===== config.mk =====
export PLATFORM = sky130hd
export DESIGN_NAME = gon_scan_scheduler
export DESIGN_NICKNAME = d
export VERILOG_FILES = /design/src/rtl/gon_scan_scheduler.sv
export SDC_FILE = /design/constraint.sdc
export NUM_CORES = 1
export LEC_CHECK = 0
export ABC_CLOCK_PERIOD_IN_PS = 2700
export BUFFER_PORTS_ARGS = -buffer_cell sky130_fd_sc_hd__buf_2
export CAP_MARGIN = 20
export CORE_MARGIN = 2
export CORE_UTILIZATION = 30
export CTS_BUF_LIST = sky130_fd_sc_hd__clkbuf_4
export DETAILED_ROUTE_END_ITERATION = 7
export MAX_ROUTING_LAYER = met4
export PLACE_DENSITY = 0.49
export SLEW_MARGIN = 15
export SYNTH_ARGS = -nofsm -noshare
export SYNTH_HDL_FRONTEND = slang
export SYNTH_SLANG_ARGS = --single-unit

===== constraint.sdc =====
create_clock -name clk -period 2.7 [get_ports clk]
set_clock_uncertainty 0.15 [all_clocks]
set_input_delay 0.54 -clock clk [delete_from_list [all_inputs] [get_ports clk]]
set_output_delay 0.54 -clock clk [all_outputs]
set_load 0.01 [all_outputs]

===== src/rtl/gon_scan_scheduler.sv =====
// gon_scan_scheduler
//   Sequencer for one GON multicast bus. Shifts a per-column ID table into
//   the bus's serial ID scan chain, verifies the chain tail, then steps the
//   broadcast tag through a programmed sequence, advancing after a fixed
//   number of slave handshakes per tag.
//
// Ports
//   clk, rst              clock, asynchronous active-low reset
//   cfg_we/addr/id        ID table write port (IDLE only, addr < NUMS_MASTER)
//   start                 run request (IDLE only)
//   num_tags              tags to issue              (latched on start)
//   beats_per_tag         handshakes per tag         (latched on start)
//   tag_base              first tag                  (latched on start)
//   ID_scan_out           scan chain tail
//   slave_valid/ready     bus output handshake
//   set_id, ID_scan_in    scan chain shift enable / head data
//   tag                   current broadcast tag
//   busy, done, scan_err  status: not idle / one-cycle end pulse / sticky scan mismatch
module gon_scan_scheduler #(
    parameter int NUMS_MASTER = 6,
    parameter int ID_SIZE     = 4,
    parameter int ADDR_W      = 3,
    parameter int TAGN_W      = 8,
    parameter int BEAT_W      = 16
) (
    input  logic               clk,
    input  logic               rst,
    input  logic               cfg_we,
    input  logic [ADDR_W-1:0]  cfg_addr,
    input  logic [ID_SIZE-1:0] cfg_id,
    input  logic               start,
    input  logic [TAGN_W-1:0]  num_tags,
    input  logic [BEAT_W-1:0]  beats_per_tag,
    input  logic [ID_SIZE-1:0] tag_base,
    input  logic [ID_SIZE-1:0] ID_scan_out,
    input  logic               slave_valid,
    input  logic               slave_ready,
    output logic               set_id,
    output logic [ID_SIZE-1:0] ID_scan_in,
    output logic [ID_SIZE-1:0] tag,
    output logic               busy,
    output logic               done,
    output logic               scan_err
);

    typedef enum logic [2:0] {IDLE, SCAN, CHECK, RUN, DONE} state_t;

    localparam logic [ADDR_W-1:0] LAST = ADDR_W'(NUMS_MASTER - 1);
    localparam logic [ADDR_W:0]   NM_W = (ADDR_W + 1)'(NUMS_MASTER);

    state_t             state, state_d;
    logic [ID_SIZE-1:0] id_tbl [NUMS_MASTER];
    logic [ADDR_W-1:0]  scan_cnt, scan_cnt_d;
    logic [BEAT_W-1:0]  beat_cnt, beat_cnt_d, beats_q;
    logic [TAGN_W-1:0]  tag_idx, tag_idx_d, num_tags_q;
    logic [ID_SIZE-1:0] tag_base_q, tag_d, id_in_d;
    logic               set_id_d, scan_err_d, latch, tbl_we, hs;

    assign hs = slave_valid & slave_ready;

    always_comb begin
        state_d    = state;
        scan_cnt_d = scan_cnt;
        beat_cnt_d = beat_cnt;
        tag_idx_d  = tag_idx;
        tag_d      = tag;
        scan_err_d = scan_err;
        set_id_d   = 1'b0;
        id_in_d    = '0;
        latch      = 1'b0;
        tbl_we     = 1'b0;
        case (state)
            IDLE: begin
                tbl_we = cfg_we && ({1'b0, cfg_addr} < NM_W);
                if (start) begin
                    state_d    = SCAN;
                    scan_cnt_d = '0;
                    scan_err_d = 1'b0;
                    latch      = 1'b1;
                    set_id_d   = 1'b1;
                    // The first shifted entry is registered on the start edge,
                    // so a same-cycle write to the last column is forwarded.
                    id_in_d    = (tbl_we && cfg_addr == LAST) ? cfg_id : id_tbl[LAST];
                end
            end
            SCAN: begin
                if (scan_cnt == LAST) begin
                    state_d = CHECK;
                end else begin
                    scan_cnt_d = scan_cnt + ADDR_W'(1);
                    set_id_d   = 1'b1;
                    id_in_d    = id_tbl[LAST - scan_cnt - ADDR_W'(1)];
                end
            end
            CHECK: begin
                if (ID_scan_out != id_tbl[LAST]) begin
                    scan_err_d = 1'b1;
                    state_d    = DONE;
                end else if (num_tags_q == '0 || beats_q == '0) begin
                    state_d = DONE;
                end else begin
                    state_d    = RUN;
                    tag_d      = tag_base_q;
                    beat_cnt_d = '0;
                    tag_idx_d  = '0;
                end
            end
            RUN: begin
                if (hs) begin
                    if (beat_cnt == beats_q - BEAT_W'(1)) begin
                        beat_cnt_d = '0;
                        if (tag_idx == num_tags_q - TAGN_W'(1)) begin
                            state_d = DONE;
                        end else begin
                            tag_d     = tag + ID_SIZE'(1);
                            tag_idx_d = tag_idx + TAGN_W'(1);
                        end
                    end else begin
                        beat_cnt_d = beat_cnt + BEAT_W'(1);
                    end
                end
            end
            DONE: state_d = IDLE;
            default: state_d = IDLE;
        endcase
    end

    always_ff @(posedge clk or negedge rst) begin
        if (!rst) state <= IDLE;
        else      state <= state_d;
    end

    always_ff @(posedge clk or negedge rst) begin
        if (!rst) begin
            scan_cnt   <= '0;
            beat_cnt   <= '0;
            tag_idx    <= '0;
            num_tags_q <= '0;
            beats_q    <= '0;
            tag_base_q <= '0;
            set_id     <= 1'b0;
            ID_scan_in <= '0;
            tag        <= '0;
            busy       <= 1'b0;
            done       <= 1'b0;
            scan_err   <= 1'b0;
        end else begin
            scan_cnt   <= scan_cnt_d;
            beat_cnt   <= beat_cnt_d;
            tag_idx    <= tag_idx_d;
            set_id     <= set_id_d;
            ID_scan_in <= id_in_d;
            tag        <= tag_d;
            busy       <= (state_d != IDLE);
            done       <= (state_d == DONE);
            scan_err   <= scan_err_d;
            if (latch) begin
                num_tags_q <= num_tags;
                beats_q    <= beats_per_tag;
                tag_base_q <= tag_base;
            end
        end
    end

    always_ff @(posedge clk or negedge rst) begin
        if (!rst) begin
            for (int unsigned i = 0; i < NUMS_MASTER; i++) id_tbl[i] <= '0;
        end else if (tbl_we) begin
            id_tbl[cfg_addr] <= cfg_id;
        end
    end

endmodule


# Word level (Yosys, flattened, before mapping)

Index checks and enable logic that the tools add are counted.

$add $sub $neg: 8
Multipliers: 0
Divide/modulo/power cells: 0
$lt $le $gt $ge: 4
Equal/unequal tests: 17
Shifts and indexed selects: 0
Multiplexer cells: 46
Bitwise logic cells: 3
Reductions and logical operators: 15

Operator list:

| kind                                                     | number |
|---|---|
| 2-to-1 mux 16 bit                                        | 4 |
| 2-to-1 mux 4 bit                                         | 11 |
| 2-to-1 mux 8 bit                                         | 5 |
| one-hot mux 16 bit (2 select lines)                      | 1 |
| 2-to-1 mux 3 bit                                         | 9 |
| bitwise mux 24 bit                                       | 1 |
| adder 16 x 1 -> 16 bit, second input constant            | 1 |
| equality test 16 bit                                     | 1 |
| zero test 16 bit                                         | 1 |
| inequality test 2 bit, second input constant             | 8 |
| one-hot mux 4 bit (2 select lines)                       | 2 |
| one-hot mux 8 bit (2 select lines)                       | 1 |
| subtractor 16 x 1 -> 16 bit, second input constant       | 1 |
| binary-select mux 4 bit (select 3 bit)                   | 1 |
| demux 4 bit (select 3 bit)                               | 1 |
| one-hot mux 3 bit (4 select lines)                       | 1 |
| equality test 3 bit, second input constant               | 3 |
| adder 8 x 1 -> 8 bit, second input constant              | 1 |
| equality test 8 bit                                      | 1 |
| greater-or-equal comparator 4 bit, second input constant | 2 |
| zero test 8 bit                                          | 1 |
| inverter 3 -> 4 bit                                      | 2 |
| subtractor 8 x 1 -> 8 bit, second input constant         | 1 |
| equality test 3 x 2 -> 1 bit, second input constant      | 2 |
| 20 further kinds                                         | 31 |

Bits in registers: 94
Bits in latches: 0
Bits in writable memories: 0
ROM bits: 0
Bits of input ports: 45
Output and inout bits: 12
Word-level logic and storage cells: 112
Memories: 0

# Depth between registers and ports, before layout

Depth in word-level cells: 8
Depth in mapped cells: 11
Mapped depth without buffers: 10

# Least setup slack after synthesis

No wires, ideal clock.

Kind: register to register
From: register beats_q[0]
To: register tag[2]
Library setup time: 126 ps
Arrival time: 2,724 ps
Required time: 2,424 ps
Setup slack: -300 ps
Stages on the path, launching flop included: 12
Buffers on the path: 1
Period minus slack after synthesis: 3,000 ps
Cell sequence: dfrtp_1 inv_1 ha_1 nor3b_1 nand3_1 xnor2_1 or4b_1 a211o_1 buf_6 nor3b_1 mux2i_1 nand3_1

Word-level cells in the longest chain between the ends: 4
Elaborated cells between the ends (all ways): 7
Those cells by class: add/sub (1); eq/ne (3); reduce/logical (3)

Ends and longest elaborated chain:

| what                                                            | line    | source |
|---|---|---|
| from (decl)                                                     | 54      | `logic [BEAT_W-1:0] beat_cnt, beat_cnt_d, beats_q;` |
| from (signal assigned)                                          | 159     | `beats_q <= beats_per_tag;` |
| subtractor 16 x 1 -> 16 bit or zero test 16 bit (tied branches) | 110, 99 |  |
| equality test 16 bit or logical OR 1 bit (tied branches)        | 110, 99 |  |
| inequality test 2 bit (no source line)                          | --      |  |
| AND reduction 6 bit (no source line) *                          | --      |  |
| to (signal assigned)                                            | 153     | `tag <= tag_d;` |
| to (decl)                                                       | 40      | `output logic [ID_SIZE-1:0] tag,` |

Every way passes the cells marked *; elsewhere a longest branch is shown, timed or not.
A chain may end at the register's enable or synchronous reset.

# Worst setup path in the final report

From: register beats_q[4]
To: register tag[2]

The elaborated chain is that of the path after synthesis.

==> results by group <==
Synthesis
  • Synth Flop Type: dfrtp_1
  • Synthesized cell area: 5240 um^2
  • FFs w/ async S/R, synth: 100%
  • Post-Synth Simple-Gate Area: 23.5%
  • Top cells by area, synth: dfrtp_1 (45%), nand2_1 (7.5%), mux2_2 (6.0%)
  • Multiplexer share of the synthesized area: 9.29%
  • YS warnings: 0
  • Post-Syn Nets: 606
  • Count leader, synth: nand2_1
  • Cells after Synth: 552
  • Distinct cells, synth: 58
  • Largest family of logic cells by synthesized area: simple AND/OR/NAND/NOR gates
  • Compound-Gate Fraction of Synth Area: 7.81%
  • XOR/XNOR Fraction of Synth Area: 9.56%
  • Area share of fa/ha/maj cells after synthesis: 2.15%
  • Post-synth top area share: 44.9%
  • Synth top cells by count: nand2_1 (104), dfrtp_1 (94), nor2_1 (39)
  • Post-synth EDFFs: 0
  • Post-synthesis sequential area ratio: 44.9%
  • #FFs+latches synth: 94
  • Avg Synthesized Cell Area: 9.49 um^2
  • Area leader, netlist: dfrtp_1

Clocking
  • Clk buf depth: 2
  • H-tree levels: 3
  • Clk sinks: 94
  • CTS tree: built
  • Clk Latency, worst-skew pair: 0.50 ns
  • Clk pin slew, worst setup/hold paths: 0.16 ns
  • TritonCTS Buffers: 9
  • Clk root buf: clkbuf_4

Power
  • Seq pwr share: 55.9%
  • Pwr dens: 388 nW/um^2
  • Int Pwr: 1.90 mW
  • Switching share of power: 27.9%
  • Leak: 3.35 nW
  • Clock Power Share: 31.5%
  • Maximum VDD drop: 192 uV
  • Reported net switching power: 0.732 mW
  • Comb pwr share: 12.6%
  • Pwr Total: 2.63 mW

Placed design
  • Placement Setup Slack: -0.384 ns
  • IO buf count: 56
  • Placed cell area: 6290 um^2
  • RePlAce Congestion: 0.841
  • HPWL after DPL: 10400 um

Finish
  • Syn-to-layout area delta: 29.2%
  • Layout cells sized above 1: 32.9%
  • Multi-input logic area: 3000 um^2
  • Register area: 2360 um^2
  • Fillers: 1759
  • Final core area utilization: 39.4%
  • Final nets: 726
  • Design Area, Final: 6770 um^2

Critical path
  • Slowest-stage cell, CP: dfrtp_1
  • CP Data Arrival Time: 3.22 ns
  • Crit path cell chain: buf_6, nor4_4, and4b_1, mux2_4, a31o_4, a211o_4, buf_12, nor3b_4, mux2i_1, nand3_1
  • Critical Path Start Type: register
  • Max FO, Critical Path: 6
  • CP peak stage delay: 0.43 ns
  • Crit. End Element: register
  • Worst setup path class: register to register
  • Worst path required time: 2.94 ns

Global routing
  • Largest net degree at the start of global routing: 56
  • Initial antenna violation count: 1
  • Tot GR Track Use: 16.4%
  • Vias in the first global route: 4402
  • First-pass GRT wire length: 23000 um
  • Grt ovf: 0

Die
  • IO Count: 57
  • Die Height: 136 um
  • Die footprint: 18500 um^2
  • Die W: 136 um
  • Core footprint: 17200 um^2
  • Initial Utilization: 30.5%
  • Row count: 48

STA
  • Least-Margin Pin Slew: 0.507 ns
  • Min Tclk post-route: 2.99 ns
  • Endpoints failing hold: 0
  • Unrepaired setup endpoints after global routing: yes
  • Final critical-path share of the clock period: 111%
  • Final WS setup: -0.289 ns
  • Max Clk Rate: 335 MHz
  • Slew margin rel.: 66.1%
  • Final setup fails: 31
  • Slew Limit Fails: 0

Drt
  • WL final: 14100 um
  • Drt first-iter violations: 283
  • Total vias in the final route: 4393
  • Remaining antenna violation count: 0
  • WL/cell: 15.6 um
  • Residual DRC count: 0
  • Via density per instance: 4.86
  • First-pass DRT Iterations: 4

Run status
  • Failing checks: negative setup slack
  • Status: finished with violations

Run
  • # Max-Cap Violations: 0

Min path
  • Min-Delay Path Class: input port to register
sequential cells by signal, summed over array words and instances (netlist names):
name        cells
state           3
tag_idx         8
ID_scan_in      4
beat_cnt       16
tag_base_q      4
scan_err        1
num_tags_q      8
id_tbl         24
scan_cnt        3
set_id          1
beats_q        16
busy            1
done            1
tag             4
area by class of cell:
cell class | count | share of cell area, %
Sequential cell | 94 | 34.8
Multi-Input combinational cell | 422 | 44.3
Inverter | 13 | 0.721
Antenna cell | 2 | 0.0740
Timing Repair Buffer | 132 | 13.8
Clock inverter | 6 | 1.04
Tap cell | 225 | 4.16
Clock buffer | 10 | 1.11
final timing paths:
path	from	to	slack (ns)	cells after the start
max in group asynchronous	rst	id_tbl[6]	1.49	3
min reg2reg	tag_base_q[1]	tag_base_q[1]	0.35	2
max	beats_q[4]	tag[2]	-0.29	10
max reg2reg	beats_q[4]	tag[2]	-0.29	10
min in group asynchronous	rst	beats_q[7]	0.25	2
min	beats_per_tag[10]	beats_q[10]	0.08	3
stage by stage:
stage | hold slack [ns] | TNS, ns | cells
finish | 0.0830 | -5.81 | 904
global route | 0.0658 | -9.57 | 904
CTS | 0.0498 | -7.10 | 899
detailed placement | 0.221 | -7.00 | 875
global placement | 0.218 | -5.53 | 875
floorplan | 0.0944 | -1.45 | 552
metal layers:
metal  up-vias  share of wire (%)  global-route usage, %
met1      2144                 47                   21.6
met2        70                 48                   25.5
met5         -                  0                      -
li1       2162                  -                      -
met4         0                1.6                   5.61
met3        17                3.5                   3.13
layout by cell type, fill, tap and decap left out, types with 5 or more instances in the layout:
master and count:
a21oi_1 10, clkbuf_4 10, and3_1 8, buf_2 55
xor2_1 25, nand2_1 102, o211ai_1 6, o21ai_2 5
nor3_1 10, dfrtp_1 90, mux2i_1 16, buf_6 6
inv_1 10, nor2_1 35, mux2_2 28, xnor2_1 27
o21ai_1 5, o21ai_0 17, buf_4 66, nand4_1 13
ha_1 8, nor4_1 6, nand3_1 19
critical path, delay by kind of cell, from the launching register on:
kind                   cells  cell delay (ns)
AO/OA/AOI/OAI              2             0.58
buffers and inverters      2             0.28
flip-flops                 1             0.43
multiplexers               2             0.52
AND/OR/NAND/NOR            4             0.90
cell families after synthesis:
| group | count (synthesis) |
|---|---|
| XOR/XNOR | 54 |
| multiplexers | 45 |
| adder cells (fa/ha/maj) | 9 |
| AND/OR/NAND/NOR | 249 |
| buffers and inverters | 36 |
| AO/OA/AOI/OAI | 65 |
| flip-flops | 94 |
what timing repair did:
item | in CTS | in global routing
setup buffers | 6 | 2
pin swaps | 3 | 18
resized for setup | 18 | 39
hold buffers | 1 | 0
cloned | 1 | 1
setup endpoints to repair | 31 | 32
endpoints found under the hold margin | 61 | 0
power groups by stage:
stage / Combinational, mW / Clock (mW) / Sequential [mW]
global route: 0.362 / 0.910 / 1.47
floorplan: 0.124 / 0 / 1.49
global placement: 0.292 / 0 / 1.50
finish: 0.330 / 0.828 / 1.47
detailed placement: 0.298 / 0 / 1.49
CTS: 0.305 / 0.859 / 1.47
(Power assumes the default switching activity.)
